--- config.mk ---
export PLATFORM = sky130hd
export DESIGN_NAME = iommu_reg_access_ctrl
export DESIGN_NICKNAME = d
export VERILOG_FILES = /design/src/rtl/iommu_reg_access_ctrl.sv
export SDC_FILE = /design/constraint.sdc
export NUM_CORES = 1
export LEC_CHECK = 0
export BUFFER_PORTS_ARGS = -buffer_cell sky130_fd_sc_hd__buf_2
export CORE_AREA = 2 2 209 211
export CTS_CLUSTER_SIZE = 12
export DETAILED_ROUTE_END_ITERATION = 8
export DIE_AREA = 0 0 211 213
export HOLD_SLACK_MARGIN = 0.08
export PLACE_DENSITY = 0.41
export SLEW_MARGIN = 10
export SYNTH_ARGS = -nofsm -noshare
export SYNTH_HDL_FRONTEND = slang
export SYNTH_SLANG_ARGS = --single-unit
--- constraint.sdc ---
create_clock -name clk_i -period 5.1 [get_ports clk_i]
set_input_delay 1.275 -clock clk_i [delete_from_list [all_inputs] [get_ports clk_i]]
set_output_delay 1.275 -clock clk_i [all_outputs]
set_load 0.05 [all_outputs]
--- src/rtl/iommu_reg_access_ctrl.sv ---
// iommu_reg_access_ctrl
// Sequences software register accesses and hardware field updates for a bank
// of NF 32-bit IOMMU register fields (field k lives at word address k).
//
// Software path: one access at a time, IDLE -> ACCESS -> RESP.
//   req_i/gnt_o/we_i/addr_i/wdata_i/be_i : request/grant bus in
//   rvalid_o/rdata_o/err_o               : registered one-cycle response
//   sw_we_o/sw_re_o/sw_wd_o              : one-hot write/read strobes and merged
//                                          write data, driven during ACCESS
//   field_qs_i                           : current field values, field k at [k*DW +: DW]
// Hardware path: round-robin arbitration among NH requesters every cycle.
//   hw_req_i/hw_idx_i/hw_data_i          : per-requester request, target, data
//   hw_gnt_o                             : one-hot grant (combinational)
//   field_de_o/field_d_o                 : one-hot update enable and data
module iommu_reg_access_ctrl #(
    parameter int NF = 8,
    parameter int DW = 32,
    parameter int NH = 3,
    parameter int AW = 8,
    parameter int IW = $clog2(NF)
) (
    input  logic               clk_i,
    input  logic               rst_ni,
    input  logic               req_i,
    output logic               gnt_o,
    input  logic               we_i,
    input  logic [AW-1:0]      addr_i,
    input  logic [DW-1:0]      wdata_i,
    input  logic [DW/8-1:0]    be_i,
    output logic               rvalid_o,
    output logic [DW-1:0]      rdata_o,
    output logic               err_o,
    output logic [NF-1:0]      sw_we_o,
    output logic [NF-1:0]      sw_re_o,
    output logic [DW-1:0]      sw_wd_o,
    input  logic [NF*DW-1:0]   field_qs_i,
    input  logic [NH-1:0]      hw_req_i,
    input  logic [NH*IW-1:0]   hw_idx_i,
    input  logic [NH*DW-1:0]   hw_data_i,
    output logic [NH-1:0]      hw_gnt_o,
    output logic [NF-1:0]      field_de_o,
    output logic [DW-1:0]      field_d_o
);

    localparam int BW = DW / 8;
    localparam int PW = (NH > 1) ? $clog2(NH) : 1;

    typedef enum logic [1:0] {
        IDLE   = 2'd0,
        ACCESS = 2'd1,
        RESP   = 2'd2
    } state_e;

    state_e            state_r;
    logic              we_r;
    logic [AW-1:0]     addr_r;
    logic [DW-1:0]     wdata_r;
    logic [BW-1:0]     be_r;
    logic              rvalid_r;
    logic              err_r;
    logic [DW-1:0]     rdata_r;
    logic [PW-1:0]     ptr_r;

    logic              in_range_s;
    logic [IW-1:0]     sw_idx_s;
    logic [DW-1:0]     qs_s;
    logic [DW-1:0]     mask_s;
    logic              sw_wr_act_s;
    logic [NH-1:0]     elig_s;
    logic              found_s;
    logic [PW-1:0]     win_s;

    // Expand each byte enable into a full byte of write mask.
    function automatic logic [DW-1:0] be_to_mask(input logic [BW-1:0] be);
        logic [DW-1:0] m;
        m = {DW{1'b0}};
        for (int b = 0; b < BW; b++) begin
            m[b*8 +: 8] = {8{be[b]}};
        end
        return m;
    endfunction

    assign gnt_o    = req_i & (state_r == IDLE);
    assign rvalid_o = rvalid_r;
    assign err_o    = err_r;
    assign rdata_o  = rdata_r;

    // Decode the captured address and select the addressed field value.
    always_comb begin
        in_range_s  = (32'(addr_r) < 32'(NF));
        sw_idx_s    = addr_r[IW-1:0];
        qs_s        = field_qs_i[sw_idx_s*DW +: DW];
        mask_s      = be_to_mask(be_r);
        sw_wr_act_s = (state_r == ACCESS) && we_r && in_range_s;
    end

    // Software strobes: exactly one cycle, only in ACCESS and only in range.
    always_comb begin
        sw_we_o = {NF{1'b0}};
        sw_re_o = {NF{1'b0}};
        sw_wd_o = {DW{1'b0}};
        if ((state_r == ACCESS) && in_range_s) begin
            if (we_r) begin
                sw_we_o[sw_idx_s] = 1'b1;
                sw_wd_o           = (qs_s & ~mask_s) | (wdata_r & mask_s);
            end else begin
                sw_re_o[sw_idx_s] = 1'b1;
            end
        end else begin
            sw_wd_o = {DW{1'b0}};
        end
    end

    // Round-robin hardware arbitration; a requester targeting the field being
    // written by software this cycle is held off so the two never collide.
    always_comb begin
        for (int i = 0; i < NH; i++) begin
            elig_s[i] = hw_req_i[i]
                      && (32'(hw_idx_i[i*IW +: IW]) < 32'(NF))
                      && !(sw_wr_act_s && (hw_idx_i[i*IW +: IW] == sw_idx_s));
        end
        found_s = 1'b0;
        win_s   = {PW{1'b0}};
        for (int off = 0; off < NH; off++) begin
            if (!found_s && elig_s[(int'(ptr_r) + off) % NH]) begin
                found_s = 1'b1;
                win_s   = PW'((int'(ptr_r) + off) % NH);
            end else begin
                found_s = found_s;
            end
        end
        hw_gnt_o   = {NH{1'b0}};
        field_de_o = {NF{1'b0}};
        field_d_o  = {DW{1'b0}};
        if (found_s) begin
            hw_gnt_o[win_s]                         = 1'b1;
            field_de_o[hw_idx_i[win_s*IW +: IW]]    = 1'b1;
            field_d_o                               = hw_data_i[win_s*DW +: DW];
        end else begin
            field_d_o = {DW{1'b0}};
        end
    end

    // Round-robin pointer advances past the winner, holds when nobody wins.
    always_ff @(posedge clk_i or negedge rst_ni) begin
        if (!rst_ni) begin
            ptr_r <= {PW{1'b0}};
        end else if (found_s) begin
            ptr_r <= (int'(win_s) == NH - 1) ? {PW{1'b0}} : win_s + PW'(32'd1);
        end else begin
            ptr_r <= ptr_r;
        end
    end

    // Software access FSM with registered response outputs.
    always_ff @(posedge clk_i or negedge rst_ni) begin
        if (!rst_ni) begin
            state_r  <= IDLE;
            we_r     <= 1'b0;
            addr_r   <= {AW{1'b0}};
            wdata_r  <= {DW{1'b0}};
            be_r     <= {BW{1'b0}};
            rvalid_r <= 1'b0;
            err_r    <= 1'b0;
            rdata_r  <= {DW{1'b0}};
        end else begin
            case (state_r)
                IDLE: begin
                    rvalid_r <= 1'b0;
                    err_r    <= 1'b0;
                    if (req_i) begin
                        we_r    <= we_i;
                        addr_r  <= addr_i;
                        wdata_r <= wdata_i;
                        be_r    <= be_i;
                        state_r <= ACCESS;
                    end else begin
                        state_r <= IDLE;
                    end
                end
                ACCESS: begin
                    // Capture happens on the same edge a read-to-clear or a
                    // hardware update commits, so rdata is the old value.
                    rvalid_r <= 1'b1;
                    err_r    <= !in_range_s;
                    rdata_r  <= (!we_r && in_range_s) ? qs_s : {DW{1'b0}};
                    state_r  <= RESP;
                end
                RESP: begin
                    rvalid_r <= 1'b0;
                    err_r    <= 1'b0;
                    state_r  <= IDLE;
                end
                default: begin
                    rvalid_r <= 1'b0;
                    err_r    <= 1'b0;
                    state_r  <= IDLE;
                end
            endcase
        end
    end

endmodule

==> metrics.log <==
INFO  metric run_status = completed
INFO  metric layout_min_cycle_time = 4.89 ns
INFO  metric drcViolationCount = 0
INFO  metric worst_pin_slew = 0.910 ns
INFO  metric yosys.area.top_type_share = 34.5%
INFO  metric worstPathArrival = 3.62 ns
INFO  metric largest_net_degree_at_the_start_of_global_routing = 47
INFO  metric clock-sinks = 83
INFO  metric timing.final.ws_setup = 0.208 ns
INFO  metric hpwl = 29700 um
INFO  metric place.gp.congestion = between 0.8 and 0.9
INFO  metric total_power = 4.50 mW
INFO  metric wl_per_cell = 21.3 um
INFO  metric postRouteAntennaNets = 0
INFO  metric async_reset_ff_share = 100%
INFO  metric drv.max_cap_violation_count = 0
INFO  metric holdWs = 0.500 ns
INFO  metric overflow_after_grt = 0
INFO  metric setup_violation_total_in_the_final_timing_report = 0
INFO  metric worstPathRequired = about 3.8 ns
INFO  metric ir_worst_vdd = 0.000265 V
INFO  metric ys_seq_area_share = 34.5%
INFO  metric post-cts-setup-buffers = 0
INFO  metric final_hold_violation_count = 0
INFO  metric most-common-layout-cells = 533 x sky130_fd_sc_hd__buf_2, 161 x sky130_fd_sc_hd__a22oi_1, 83 x sky130_fd_sc_hd__dfrtp_1
INFO  metric drt_wl_total = 36600 um
INFO  metric tritoncts = done
INFO  metric layout_stage_area_growth_over_the_synthesis_result = 63.3%
INFO  metric io_buffers = about 540
INFO  metric place_area = 9500 um^2
INFO  metric synth.cell_area = 6020 um^2
INFO  metric pre_cts_ws = 0.125 ns
INFO  metric grt_first_pass_wirelength = 50200 um
INFO  metric p_leak = 4.93 nW
INFO  metric grt_pass1_vias = 7987
INFO  metric detailedRoute.firstIterationViolations = between 400 and 500
INFO  metric rsz0062_at_grt = no
INFO  metric synth_edf_count = 0
INFO  metric synthDominantAreaCellType = sky130_fd_sc_hd__dfrtp_1
INFO  metric worstSkewPairLatency = 0.35 ns
INFO  metric rows = 76
INFO  metric dieWidth = 211 um
INFO  metric drive_gt1_share = 56.5%
INFO  metric floorplan.die_area = 44900 um^2
INFO  metric synth_cell_types = 50
INFO  metric detailroute.via_count = 7878
INFO  metric achievable-frequency = 204 MHz
INFO  metric fin_crit_sh = 95.9%
INFO  metric detail_route.vias_per_cell = 4.58
INFO  metric final_count_of_pins_violating_max_slew = 0
INFO  metric initial_core_util = 14.1%
INFO  metric grt_use_total = about 15%
INFO  metric setup.worst_path.end_class = output pin
INFO  metric io_pins = around 540
INFO  metric synthesis.nets = 1064
INFO  metric cts_hold_buf = 0
INFO  metric worst-path-max-fanout = 7
INFO  metric fin_skew = 0.0113 ns
INFO  metric p_per_area = 457 nW/um^2
INFO  metric resized_cells_post_cts = 0
INFO  metric synth_area_leaders = sky130_fd_sc_hd__dfrtp_1 34%, sky130_fd_sc_hd__a22oi_1 20%, sky130_fd_sc_hd__mux2_2 8.6%
INFO  metric worstHoldPathType = reg2reg
INFO  metric die-height = 213 um
INFO  metric maximum_root_to_sink_buffer_count = 2
INFO  metric grt_antenna_before_repair = 7
INFO  metric yosys_register_bits = between 80 and 90
INFO  metric postSynthCellCount = 650
INFO  metric fin_util = 23.0%
INFO  metric syn_avg_cell_area = 9.26 um^2
INFO  metric fin_nets = 1579
INFO  metric drtPass1Iterations = 5
INFO  metric crit_type = in2out
INFO  metric layout_commonest_cell = sky130_fd_sc_hd__buf_2
INFO  metric dominantRegCellSynth = sky130_fd_sc_hd__dfrtp_1
INFO  metric post-route-cell-area = 9840 um^2
INFO  metric path_clk_slew = ~0.070 ns
INFO  metric yosys_warnings = 0
INFO  metric slew_headroom = 39.3%
INFO  metric ctsRootBufferMaster = sky130_fd_sc_hd__clkbuf_16
INFO  metric cts_htree_levels = 3
INFO  metric tritoncts.num_buffers = 9
INFO  metric critical_path.startpoint_type = input port
INFO  metric core_area = 42700 um^2
==> through the flow <==
stage / setup TNS, ns / cells
final: 0 / 1720
after global placement: 0 / 1700
after CTS: 0 / 1716
after global routing: 0 / 1719
after detailed placement: 0 / 1700
after floorplan: -1.70 / 650
==> worst paths after layout <==
path                        startpoint            end  slack, ns  cells past startpoint
hold / removal             rdata_o[16]    rdata_o[16]       0.50                      1
setup reg to reg             addr_r[5]       ptr_r[0]       2.23                      9
setup / recovery           hw_idx_i[7]  field_de_o[4]       0.21                     10
min in group asynchronous       rst_ni    wdata_r[17]       0.94                      1
max in group asynchronous       rst_ni    wdata_r[29]       3.16                      2
hold reg to reg            rdata_o[16]    rdata_o[16]       0.50                      1
==> per-layer routing <==
layer	track usage [%]	wire (um)	vias up	share of wire, %
li1	-	-	3579	-
met1	15.2	12800	3793	35
met2	30.6	19900	446	54
met3	2.88	2490	58	6.8
met4	7.41	1400	2	3.8
met5	0	13	-	0.035
==> worst max-delay path, cell delays in order <==
cell and delay, ns:
sky130_fd_sc_hd__buf_2 0.14, sky130_fd_sc_hd__xor2_1 0.17, sky130_fd_sc_hd__nor3_2 0.23, sky130_fd_sc_hd__a311oi_1 0.13
sky130_fd_sc_hd__or4_4 0.58, sky130_fd_sc_hd__inv_2 0.15, sky130_fd_sc_hd__nor2_2 0.08, sky130_fd_sc_hd__a21oi_2 0.28
sky130_fd_sc_hd__and4b_1 0.29, sky130_fd_sc_hd__buf_2 0.28
==> where the power goes <==
part	internal [mW]	switching (mW)	total, mW
sequential	0.771	0.123	0.894
combinational	0.936	1.98	2.91
clock	0.396	0.295	0.690
==> cell usage after synthesis, drive strengths merged, types with 7 or more instances <==
| cell | number |
|---|---|
| a21oi | 11 |
| clkbuf | 49 |
| o21ai | 27 |
| buf | 18 |
| nand4 | 32 |
| and2 | 14 |
| a22o | 34 |
| inv | 7 |
| mux2 | 46 |
| a22oi | 161 |
| nor2 | 37 |
| xor2 | 9 |
| nor3 | 9 |
| nand2 | 40 |
| mux2i | 32 |
| dfrtp | 83 |
==> sequential cells by signal, indices dropped and copies added (netlist names) <==
name / count
addr_r: 8
be_r: 4
err_o: 1
ptr_r: 2
rdata_o: 32
rvalid_o: 1
state_r: 2
wdata_r: 32
we_r: 1
==> area by class of cell <==
| class | count | area (um^2) |
|---|---|---|
| fill | 4757 | 32900 |
| multi-input combinational | 493 | 3710 |
| timing repair buffer | 571 | 3030 |
| sequential | 83 | 2080 |
| tap | 546 | 683 |
| clock buffer | 11 | 243 |
| clock inverter | 5 | 61.3 |
| inverter | 7 | 26.3 |
| antenna | 4 | 10.0 |
==> cells by family (layout without fill, tap and decap cells) <==
kind of cell	after synthesis	in the layout	share of synthesized area (%)
buf+inv	74	594	5.05
other cells	0	4	0
mux	78	78	13.9
compound gates	244	244	30.2
simple gates	160	160	14.6
xor+xnor	9	9	1.31
fa+ha+maj	2	2	0.415
flops	83	83	34.5
No activity file was read; power rests on OpenSTA's default activity.
